## src/rtl/soc_pkg.sv

```systemverilog
// Shared types and the scalar compare used by the comparator arbiter.
package soc_pkg;

    localparam int DATA_W = 16;

    typedef logic [DATA_W-1:0] data_t;

    typedef struct packed {
        logic equal;
        logic less;
        logic greater;
    } cmp_flags_t;

    localparam int CMP_EQ_BIT = 2;
    localparam int CMP_LT_BIT = 1;
    localparam int CMP_GT_BIT = 0;

    function automatic logic [2:0] compare(input data_t a, input data_t b);
        logic [2:0] r;
        r             = '0;
        r[CMP_EQ_BIT] = (a == b);
        r[CMP_LT_BIT] = (a < b);
        r[CMP_GT_BIT] = (a > b);
        return r;
    endfunction

endpackage

```

## src/rtl/cmp_arbiter_rr_arbiter.sv

```systemverilog
// Combinational round-robin picker: first requester at or above ptr, wrapping.
module rr_arbiter #(
    parameter  int N  = 4,
    localparam int IW = $clog2(N)
) (
    input  logic [N-1:0]  req,
    input  logic [IW-1:0] ptr,
    input  logic          en,
    output logic [N-1:0]  gnt,
    output logic [IW-1:0] gnt_idx
);

    logic found;

    always_comb begin
        logic [IW-1:0] jj;
        found   = 1'b0;
        gnt_idx = '0;
        jj      = '0;
        for (int k = 0; k < N; k++) begin
            jj = IW'((int'(ptr) + k) % N);
            if (!found && req[jj]) begin
                found   = 1'b1;
                gnt_idx = jj;
            end
        end
        gnt = '0;
        if (en && found) begin
            gnt[gnt_idx] = 1'b1;
        end
    end

endmodule

```

## src/rtl/cmp_arbiter.sv

```systemverilog
// Round-robin sharing of one comparator among NUM_REQ valid/ready requesters.
module cmp_arbiter
    import soc_pkg::*;
#(
    parameter  int NUM_REQ = 4,
    localparam int ID_W    = $clog2(NUM_REQ)
) (
    input  logic                  clk,
    input  logic                  rst,
    input  logic [NUM_REQ-1:0]    req_valid,
    output logic [NUM_REQ-1:0]    req_ready,
    input  data_t [NUM_REQ-1:0]   req_a,
    input  data_t [NUM_REQ-1:0]   req_b,
    output logic                  rsp_valid,
    input  logic                  rsp_ready,
    output logic [ID_W-1:0]       rsp_id,
    output logic                  rsp_equal,
    output logic                  rsp_less,
    output logic                  rsp_greater,
    output logic [15:0]           cmp_count
);

    logic            rsp_valid_q, rsp_valid_d;
    logic [ID_W-1:0] rsp_id_q, rsp_id_d;
    cmp_flags_t      flags_q, flags_d;
    logic [ID_W-1:0] ptr_q, ptr_d;
    logic [15:0]     count_q, count_d;

    logic            can_accept;
    logic [ID_W-1:0] gnt_idx;
    logic            xfer;
    data_t           op_a, op_b;
    cmp_flags_t      cmp_res;

    assign can_accept = !rsp_valid_q || rsp_ready;

    rr_arbiter #(.N(NUM_REQ)) u_rr (
        .req     (req_valid),
        .ptr     (ptr_q),
        .en      (can_accept && !rst),
        .gnt     (req_ready),
        .gnt_idx (gnt_idx)
    );

    assign xfer    = |req_ready;
    assign op_a    = req_a[gnt_idx];
    assign op_b    = req_b[gnt_idx];
    assign cmp_res = cmp_flags_t'(compare(op_a, op_b));

    always_comb begin
        rsp_valid_d = rsp_valid_q;
        rsp_id_d    = rsp_id_q;
        flags_d     = flags_q;
        ptr_d       = ptr_q;
        count_d     = count_q;
        if (xfer) begin
            rsp_valid_d = 1'b1;
            rsp_id_d    = gnt_idx;
            flags_d     = cmp_res;
            count_d     = count_q + 16'd1;
            if (gnt_idx == ID_W'(NUM_REQ - 1)) begin
                ptr_d = '0;
            end else begin
                ptr_d = gnt_idx + 1'b1;
            end
        end else if (rsp_ready) begin
            // id and flags keep their last values after a drain
            rsp_valid_d = 1'b0;
        end
    end

    always_ff @(posedge clk) begin
        if (rst) begin
            rsp_valid_q <= 1'b0;
            rsp_id_q    <= '0;
            flags_q     <= '0;
            ptr_q       <= '0;
            count_q     <= '0;
        end else begin
            rsp_valid_q <= rsp_valid_d;
            rsp_id_q    <= rsp_id_d;
            flags_q     <= flags_d;
            ptr_q       <= ptr_d;
            count_q     <= count_d;
        end
    end

    assign rsp_valid   = rsp_valid_q;
    assign rsp_id      = rsp_id_q;
    assign rsp_equal   = flags_q.equal;
    assign rsp_less    = flags_q.less;
    assign rsp_greater = flags_q.greater;
    assign cmp_count   = count_q;

endmodule

```

## config.mk

```make
export PLATFORM = sky130hd
export DESIGN_NAME = cmp_arbiter
export DESIGN_NICKNAME = d
export VERILOG_FILES = /design/src/rtl/soc_pkg.sv /design/src/rtl/cmp_arbiter_rr_arbiter.sv /design/src/rtl/cmp_arbiter.sv
export SDC_FILE = /design/constraint.sdc
export NUM_CORES = 1
export LEC_CHECK = 0
export ABC_AREA = 0
export BUFFER_PORTS_ARGS = -buffer_cell sky130_fd_sc_hd__buf_2
export CORE_MARGIN = 8
export CORE_UTILIZATION = 44
export DETAILED_ROUTE_END_ITERATION = 16
export MAX_ROUTING_LAYER = met4
export PLACE_DENSITY_LB_ADDON = 0.2
export SLEW_MARGIN = 5
export SYNTH_ARGS = -nofsm -noshare
export SYNTH_HDL_FRONTEND = slang
export SYNTH_SLANG_ARGS = --single-unit
```

## constraint.sdc

```tcl
create_clock -name clk -period 3.4 [get_ports clk]
set_clock_uncertainty 0.1 [all_clocks]
set_input_delay 0.34 -clock clk [delete_from_list [all_inputs] [get_ports clk]]
set_output_delay 0.34 -clock clk [all_outputs]
set_load 0.02 [all_outputs]
```

==> results of run 1 <==
-- area by class of cell --
cell class / instances / area share
clock buffer: 3 / 0.0116
clock inverter: 1 / 0.00840
inverter: 9 / 0.00945
multi-input combinational: 240 / 0.556
sequential: 24 / 0.135
tap: 75 / 0.0263
timing repair buffer: 169 / 0.254
-- logic make-up (layout without fill, tap and decap cells) --
kind of cell | Yosys count | count (layout) | share of synthesized area
AND/OR/NAND/NOR | 77 | 77 | 0.149
flip-flops | 24 | 24 | 0.183
buffers and inverters | 26 | 182 | 0.0654
AO/OA/AOI/OAI | 30 | 30 | 0.0740
multiplexers | 98 | 98 | 0.382
adder cells (fa/ha/maj) | 21 | 21 | 0.100
XOR/XNOR | 14 | 14 | 0.0468
-- synth_stat cells, drive strengths merged (5+ instances only) --
| master | number |
|---|---|
| dfxtp | 24 |
| and2 | 5 |
| ha | 21 |
| nand4 | 7 |
| buf | 15 |
| nor4 | 6 |
| mux2 | 16 |
| mux2i | 82 |
| a21oi | 18 |
| inv | 9 |
| nor2 | 19 |
| nand2 | 21 |
| xnor2 | 12 |
-- power breakdown --
part,switching (uW),total (uW),internal [uW]
clock,93.1,250,157
sequential,15.0,314,299
combinational,333,673,339
-- flip-flops by register name (all words and copies together), names as in the netlist --
register     count
rsp_id           2
rsp_less         1
rsp_equal        1
rsp_greater      1
rsp_valid        1
cmp_count       16
ptr_q            2
-- routing by layer --
layer / up-vias / global-route usage / part of all wire
met1: 1154 / 0.194 / 0.43
met4: 0 / 0.0443 / 0.015
li1: 1373 / - / -
met2: 96 / 0.308 / 0.50
met3: 8 / 0.0313 / 0.054
met5: - / - / 0
-- worst paths after layout --
check             cells after the start  startpoint        end  slack [ps]
setup / recovery                     11    ptr_q[1]   rsp_less         330
hold / removal                        3   rsp_ready  rsp_valid         320
setup reg to reg                     11    ptr_q[1]   rsp_less         330
hold reg to reg                       2    rsp_less   rsp_less         360
-- stage by stage --
stage,cell area [um2],hold slack (ps),total power [uW],utilization,setup slack (ps)
global route,3570,361,1340,0.611,87.9
floorplan,2620,309,810,-,342
CTS,3570,303,1250,0.609,168
global placement,3490,340,987,0.597,281
detailed placement,3490,350,997,0.597,178
finish,3570,315,1240,0.611,334
-- critical path, cell delays in order (launching register included) --
cell and delay, ps:
dfxtp_2 410, mux2i_1 200, nor2_1 80, a311oi_4 300, buf_12 260, mux2_1 350, ha_1 290, a21oi_1 130
o21ai_0 100, o2bb2ai_1 150, or4_1 470, a21oi_1 120
==> impl_metrics.csv, run 1 <==
group,metric,value,unit
run_status,status,"finished, final reports clean",
clock_network,root_buffer,"clkbuf_8",
clock_network,clk_pin_slew_worst_paths,80,ps
synthesis,syn_avg_cell_area,9.04,um2
synthesis,yosys_most_used_dff,"dfxtp_1",
power_and_ir_drop,p_leak,0.00170,uW
synthesis,yosysSeqAreaShare,0.183,
floorplan,die_width,93.2,um
clock_network,cts_buffer_depth,2,
floorplan,io_pins,161,
sta,finalMaxSlewViolations,0,
routing,wire_per_inst,14.5,um
floorplan,rows,28,
final_layout,mostFrequentLayoutCells,"160 x buf_2, 82 x mux2i_1, 23 x dfxtp_1",
final_layout,final_common_cell,"buf_2",
routing,vias,2631,
routing,drt-total-wl,7560,um
floorplan,core_area,0.00585,mm2
sta,period_share,0.902,
final_layout,instances_no_fill,521,
synthesis,synthTopCellsByArea,"mux2i_1 31%, dfxtp_1 18%, ha_1 10%, xnor2_1 4.0%, a21oi_1 3.4%",
critical_path,cp.arrival,3160,ps
final_layout,area_growth,36.3,%
run,cap_violations,0,
clock_network,cts-buffers-inserted,3,
synthesis,yosysTopAreaCellShare,0.313,
floorplan,die_h,93.2,um
synthesis,netlist_area,0.00262,mm2
sta,finalSetupViolCount,0,
synthesis,async_flop_share,0,
clock_network,cts-resized-gates,0,
clock_network,clk_latency,270,ps
synthesis,synthCells,290,
sta,max_freq,0.326,GHz
global_routing,grt_pass1_vias,2836,
place,placedCellCount,517,
synthesis,syn_nets,446,
floorplan,die-area,0.00869,mm2
power_and_ir_drop,ir_drop,0.240,mV
critical_path,crit_fanout,37,
routing,drc,0,
final_layout,drive_gt1_frac,0.417,
clock_network,cts_setup_buffers,0,
global_routing,grt_overflow,0,
sta,tns,0,ps
global_routing,grt_pass1_wl,12300,um
synthesis,synth-edff-count,0,
clock_network,cts_hold_buf,0,
sta,rsz0062_at_grt,"false",
final_layout,nFillCells,532,
sta,min_period,3070,ps
synthesis,synth_largest_area_cell,"mux2i_1",
synthesis,yosysWarnings,0,
place,port_buffers,160,
routing,dr.pass1.iters,4,
global_routing,grt_max_degree,38,
final_layout,diodes,0,
global_routing,grtUsageTotal,0.173,
final_layout,multiInputGateArea,0.00199,mm2
synthesis,synth-seq-cells,24,
synthesis,synth_cell_types,37,
sta,worst_pin_slew,440,ps
critical_path,critPathKind,"flip-flop to flip-flop",
routing,drtAntennaViolNets,0,
sta,slew_headroom,0.707,
critical_path,crit_required,3500,ps
floorplan,start_util,0.448,
clock_network,clkSinkCount,24,
sta,hold_violations,0,
power_and_ir_drop,pwr_density_cell,346,mW/mm2
routing,vias_per_cell,5.05,
critical_path,crit_path_start_kind,"flip-flop",
final_layout,seq_area,482,um2
min_path,hold_path_class,"input port to flip-flop",
routing,initialDrtViolationCount,38,
clock_network,cts_tree,"built",
clock_network,htreeDepth,1,
global_routing,antenna_found_initial,0,
place,dp_hpwl,6570,um
final_layout,final_nets,603,
critical_path,endpoint_kind,"flip-flop",
place,place_congestion,0.826,
Power figures use the tool's default switching activity.
==> run 2: changes to the inputs <==
--- a/config.mk
+++ b/config.mk
@@ -7,7 +7,6 @@
 export LEC_CHECK = 0
 export ABC_AREA = 0
 export BUFFER_PORTS_ARGS = -buffer_cell sky130_fd_sc_hd__buf_2
-export CORE_MARGIN = 8
 export CORE_UTILIZATION = 44
 export DETAILED_ROUTE_END_ITERATION = 16
 export MAX_ROUTING_LAYER = met4
==> run 2 against run 1 <==
- register-to-register slack lost 70 ps
- clock power about the same
- non-clock buffer count unchanged
- sequential power about the same
- largest cell class unchanged
- worst setup slack got worse by 70 ps
- core utilization increased by 2.4 points
- maximum frequency shrank 2.2%
==> impl_metrics.csv, run 2 (same netlist as run 1, synthesis figures left out) <==
group,metric,value,unit
clock_network,clkSinkCount,24,
floorplan,die-area,0.00627,mm2
clock_network,cts-resized-gates,0,
final_layout,nFillCells,506,
sta,finalSetupViolCount,0,
critical_path,r2r_slack,260,ps
critical_path,slowest_stage,"dfxtp_1",
global_routing,grt_pass1_wl,11100,um
clock_network,cts-buffers-inserted,3,
global_routing,grt_busiest_layer,"met2",
sta,hold_violations,0,
min_path,holdPathStages,3,
clock_network,clk_latency,260,ps
routing,drc,0,
power_and_ir_drop,combPwrFrac,0.548,
run,cap_violations,0,
floorplan,io_pins,161,
critical_path,cp_slowest_stage_delay,400,ps
power_and_ir_drop,intPower,802,uW
global_routing,met3_usage,0.0379,
power_and_ir_drop,ir_drop,0.214,mV
sta,slew_headroom,0.714,
critical_path,cp.arrival,3170,ps
final_layout,final_nets,603,
global_routing,grt.met2_usage,0.418,
final_layout,drive_gt1_frac,0.415,
sta,rsz0062_at_grt,"false",
sta,min_period,3140,ps
critical_path,crit_required,3440,ps
final_layout,seq_area,480,um2
routing,vias,2618,
global_routing,use_met1,0.259,
power_and_ir_drop,p_leak,0.00171,uW
clock_network,cts_hold_buf,0,
clock_network,cts_setup_buffers,0,
sta,period_share,0.922,
power_and_ir_drop,p_sw_frac,0.355,
place,placed_area,0.00350,mm2
clock_network,cts_buffer_depth,2,
global_routing,grt_max_degree,38,
global_routing,grt_overflow,0,
critical_path,reg2reg_depth,11,
global_routing,antenna_found_initial,0,
final_layout,multiInputGateArea,0.00199,mm2
routing,vias_per_cell,5.05,
sta,worst_pin_slew,430,ps
final_layout,mostFrequentLayoutCells,"160 x buf_2, 82 x mux2i_1, 24 x dfxtp_1",
clock_network,cts_tree,"built",
clock_network,root_buffer,"clkbuf_8",
floorplan,start_util,0.465,
floorplan,die_width,79.2,um
final_layout,final_common_cell,"buf_2",
critical_path,endpoint_kind,"flip-flop",
run_status,status,"finished, final reports clean",
final_layout,area_growth,36.5,%
place,place_congestion,0.842,
final_layout,diodes,0,
routing,initialDrtViolationCount,45,
sta,tns,0,ps
critical_path,r2r-start,"ptr_q[1]",
sta,max_freq,0.319,GHz
critical_path,path_cells,"mux2i_1 -> nor2_1 -> a311oi_4 -> buf_12 -> mux2_1 -> ha_1 -> nand4_1 -> nor4_2 -> a21boi_1 -> or4_1 -> a21oi_1",
critical_path,critPathBufInv,1,
critical_path,r2r_end,"rsp_less",
critical_path,crit_fanout,37,
floorplan,rows,27,
routing,drtAntennaViolNets,0,
power_and_ir_drop,p_seq_frac,0.252,
place,port_buffers,160,
final_layout,fin_area,0.00358,mm2
power_and_ir_drop,pwr_density_cell,347,mW/mm2
clock_network,clk_pin_slew_worst_paths,90,ps
min_path,hp-start,"rsp_ready",
clock_network,htreeDepth,1,
global_routing,grtUsageTotal,0.225,
power_and_ir_drop,power.switching,441,uW
floorplan,core_area,0.00564,mm2
global_routing,grt_pass1_vias,2613,
sta,finalMaxSlewViolations,0,
routing,drt-total-wl,6690,um
critical_path,crit_path_start_kind,"flip-flop",
final_layout,largest_reg_flops,16,
critical_path,cp_top_family,"simple AND/OR/NAND/NOR gates",
power_and_ir_drop,p_clk_frac,0.200,
critical_path,critPathKind,"flip-flop to flip-flop",
routing,dr.pass1.iters,4,
min_path,hold_path_class,"input port to flip-flop",
min_path,hold_path_end,"rsp_valid",
routing,wire_per_inst,12.9,um
place,dp_hpwl,5630,um
floorplan,die_h,79.2,um
==> run 2: changes by cell type in the layout (fill, tap and decap cells not counted) <==
cell and change:
a21boi_0 -1, a21boi_1 +1, buf_12 +1, buf_4 -1
dfxtp_1 +1, dfxtp_2 -1
==> run 2: worst min-delay path: stages <==
cell,delay [ps]
buf_2,70
nand2b_1,140
a21oi_1,70
==> run 2: final cells by class <==
class | count | share of cell area
multi-input cells | 240 | 0.555
repair buffers | 169 | 0.256
flip-flops and latches | 24 | 0.134
well taps | 72 | 0.0252
clock buffers | 3 | 0.0115
inverters | 9 | 0.00943
clock inverters | 1 | 0.00839
==> run 2: how the worst max path moves through the flow <==
stage,start,to,slack (ps),cells past startpoint
after floorplan,ptr_q[1],rsp_less,340,11
after global placement,req_valid[0],rsp_less,320,13
after detailed placement,req_valid[0],rsp_less,120,12
after CTS,ptr_q[1],rsp_less,140,11
after global routing,ptr_q[1],rsp_greater,20,11
final,ptr_q[1],rsp_less,260,11
==> run 2: per-stage QoR <==
stage / hold WS, ps / worst slack (ps) / cells / util / power (uW)
2_1_floorplan: 309 / 342 / 290 / - / 810
3_3_place_gp: 341 / 316 / 514 / 0.621 / 991
3_5_place_dp: 347 / 123 / 514 / 0.621 / 1000
4_1_cts: 302 / 141 / 518 / 0.634 / 1260
5_1_grt: 307 / 18.3 / 518 / 0.635 / 1340
6_report: 301 / 264 / 518 / 0.635 / 1240
==> run 2: layer usage <==
| layer | up-vias | routed length (um) |
|---|---|---|
| li1 | 1369 | - |
| met3 | 4 | 333 |
| met5 | - | 0 |
| met1 | 1152 | 2940 |
| met4 | 0 | 39 |
| met2 | 93 | 3380 |
==> run 2: power by group through the flow <==
stage	sequential, uW	clock (uW)	combinational [uW]
5_1_grt	316	266	759
6_report	314	248	681
2_1_floorplan	336	0	474
3_3_place_gp	320	0	670
4_1_cts	314	255	686
3_5_place_dp	321	0	682
==> run 3: changes to the inputs <==
--- a/config.mk
+++ b/config.mk
@@ -7,7 +7,7 @@
 export LEC_CHECK = 0
 export ABC_AREA = 0
 export BUFFER_PORTS_ARGS = -buffer_cell sky130_fd_sc_hd__buf_2
-export CORE_UTILIZATION = 44
+export CORE_UTILIZATION = 40
 export DETAILED_ROUTE_END_ITERATION = 16
 export MAX_ROUTING_LAYER = met4
 export PLACE_DENSITY_LB_ADDON = 0.2
==> run 3 against run 2 <==
- final cell count increased by 0.97%
- largest power group unchanged
- global-route usage decreased by 3.7 points
- largest cell class unchanged
- critical endpoint unchanged
- final area decreased by 0.63%
- register-to-register slack improved by 50 ps
- non-clock buffer count unchanged
- count of clock-buffer cells in the layout increased by 1
==> impl_metrics.csv, run 3 (same netlist as run 1, synthesis figures left out) <==
group,metric,value,unit
critical_path,cp.arrival,3130,ps
global_routing,grt_max_degree,38,
place,place_congestion,0.756,
critical_path,r2r_slack,320,ps
clock_network,cts_hold_buf,0,
critical_path,critPathKind,"flip-flop to flip-flop",
power_and_ir_drop,ir_drop,0.256,mV
final_layout,area_growth,35.7,%
critical_path,path_cells,"mux2i_1 -> nor2_1 -> a311oi_4 -> buf_12 -> mux2_1 -> ha_1 -> nand4_1 -> nor4_2 -> a21boi_0 -> or4_1 -> a21oi_1",
global_routing,antenna_found_initial,0,
routing,drc,0,
run_status,status,"finished, final reports clean",
sta,finalMaxSlewViolations,0,
floorplan,start_util,0.413,
clock_network,clk_pin_slew_worst_paths,80,ps
routing,vias_per_cell,5.07,
critical_path,r2r-start,"ptr_q[1]",
critical_path,crit_required,3450,ps
floorplan,rows,29,
sta,min_period,3080,ps
clock_network,cts-resized-gates,0,
global_routing,grt_pass1_wl,10500,um
global_routing,grt_pass1_vias,2492,
critical_path,crit_end,"rsp_less",
routing,initialDrtViolationCount,38,
routing,vias,2653,
clock_network,root_buffer,"clkbuf_8",
critical_path,r2r_end,"rsp_less",
final_layout,diodes,0,
place,port_buffers,160,
sta,rsz0062_at_grt,"false",
global_routing,grt_overflow,0,
final_layout,final_common_cell,"buf_2",
place,dp_hpwl,5420,um
clock_network,cts_setup_buffers,0,
clock_network,clk_latency,270,ps
critical_path,critPathLaunch,"ptr_q[1]",
routing,drt-total-wl,6460,um
floorplan,die_width,83.0,um
floorplan,io_pins,161,
sta,tns,0,ps
routing,drtAntennaViolNets,0,
sta,slew_headroom,0.715,
power_and_ir_drop,totalPowerFinal,1190,uW
clock_network,htreeDepth,1,
sta,worst_pin_slew,427,ps
final_layout,mostFrequentLayoutCells,"160 x buf_2, 82 x mux2i_1, 24 x dfxtp_1",
floorplan,die_h,83.0,um
power_and_ir_drop,p_leak,0.00169,uW
critical_path,endpoint_kind,"flip-flop",
final_layout,largest_reg_flops,16,
clock_network,cts-buffers-inserted,3,
final_layout,nFillCells,593,
sta,finalSetupViolCount,0,
min_path,hold_path_class,"input port to flip-flop",
sta,hold_violations,0,
routing,wire_per_inst,12.3,um
floorplan,die-area,0.00688,mm2
critical_path,slowest_stage,"dfxtp_1",
final_layout,final_nets,603,
clock_network,cts_buffer_depth,2,
final_layout,drive_gt1_frac,0.415,
clock_network,clkSinkCount,24,
routing,dr.pass1.iters,4,
power_and_ir_drop,pwr_density_cell,333,mW/mm2
sta,period_share,0.906,
critical_path,reg2reg_depth,11,
critical_path,crit_fanout,37,
sta,max_freq,0.325,GHz
critical_path,crit_path_start_kind,"flip-flop",
critical_path,cp_slowest_stage_delay,390,ps
run,cap_violations,0,
global_routing,grtUsageTotal,0.188,
floorplan,core_area,0.00635,mm2
clock_network,cts_tree,"built",
[run 3: cell types whose count changed in the layout (fill, tap and decap cells not counted)]
cell,change
buf_4,+1
a21boi_1,-1
bufinv_16,-1
clkbuf_8,+1
buf_12,-1
a21boi_0,+1
[run 3: how the worst min path moves through the flow]
stage	start	to	slack [ps]	depth (start not counted)
3_5_place_dp	rsp_id[1]	rsp_id[1]	350	2
4_1_cts	rsp_ready	rsp_valid	310	3
2_1_floorplan	rst	ptr_q[1]	310	1
6_report	rsp_ready	rsp_valid	310	3
3_3_place_gp	rsp_greater	rsp_greater	340	2
5_1_grt	rsp_ready	rsp_valid	330	3
[run 3: critical path: cells and delay by family, from the launching register on]
kind | cells | cell delay [ps]
AND/OR/NAND/NOR | 4 | 690
AO/OA/AOI/OAI | 3 | 630
multiplexers | 2 | 550
flip-flops | 1 | 390
adder cells (fa/ha/maj) | 1 | 320
buffers and inverters | 1 | 270
[run 3: power by group]
group	internal, uW	total [uW]	switching, uW
Sequential	299	314	14.7
Clock	104	198	94.5
Combinational	340	675	334
Total	743	1190	444
[run 3: area by class of cell]
| cell class | count | area, um2 | share of cell area |
|---|---|---|---|
| tap | 77 | 96.3 | 0.0271 |
| inverter | 9 | 33.8 | 0.00949 |
| multi-input combinational | 240 | 1990 | 0.558 |
| clock buffer | 4 | 55.1 | 0.0155 |
| timing repair buffer | 169 | 906 | 0.255 |
| sequential | 24 | 480 | 0.135 |
[run 3: routing by layer]
metal | vias to the layer above | GRT usage | routed length, um
met5 | - | - | 0
met4 | 0 | 0.0564 | 106
met3 | 8 | 0.0129 | 258
met2 | 92 | 0.355 | 3270
met1 | 1184 | 0.208 | 2820
li1 | 1369 | - | -
[run 3: per-stage QoR]
stage / std cells / util / cell area, um2 / hold slack [ps] / setup slack, ps
after CTS: 523 / 0.559 / 3550 / 308 / 209
after global routing: 523 / 0.560 / 3560 / 334 / 50.4
final: 523 / 0.560 / 3560 / 312 / 318
after detailed placement: 519 / 0.551 / 3500 / 350 / 168
after global placement: 519 / 0.551 / 3500 / 344 / 295
after floorplan: 290 / - / 2620 / 309 / 342
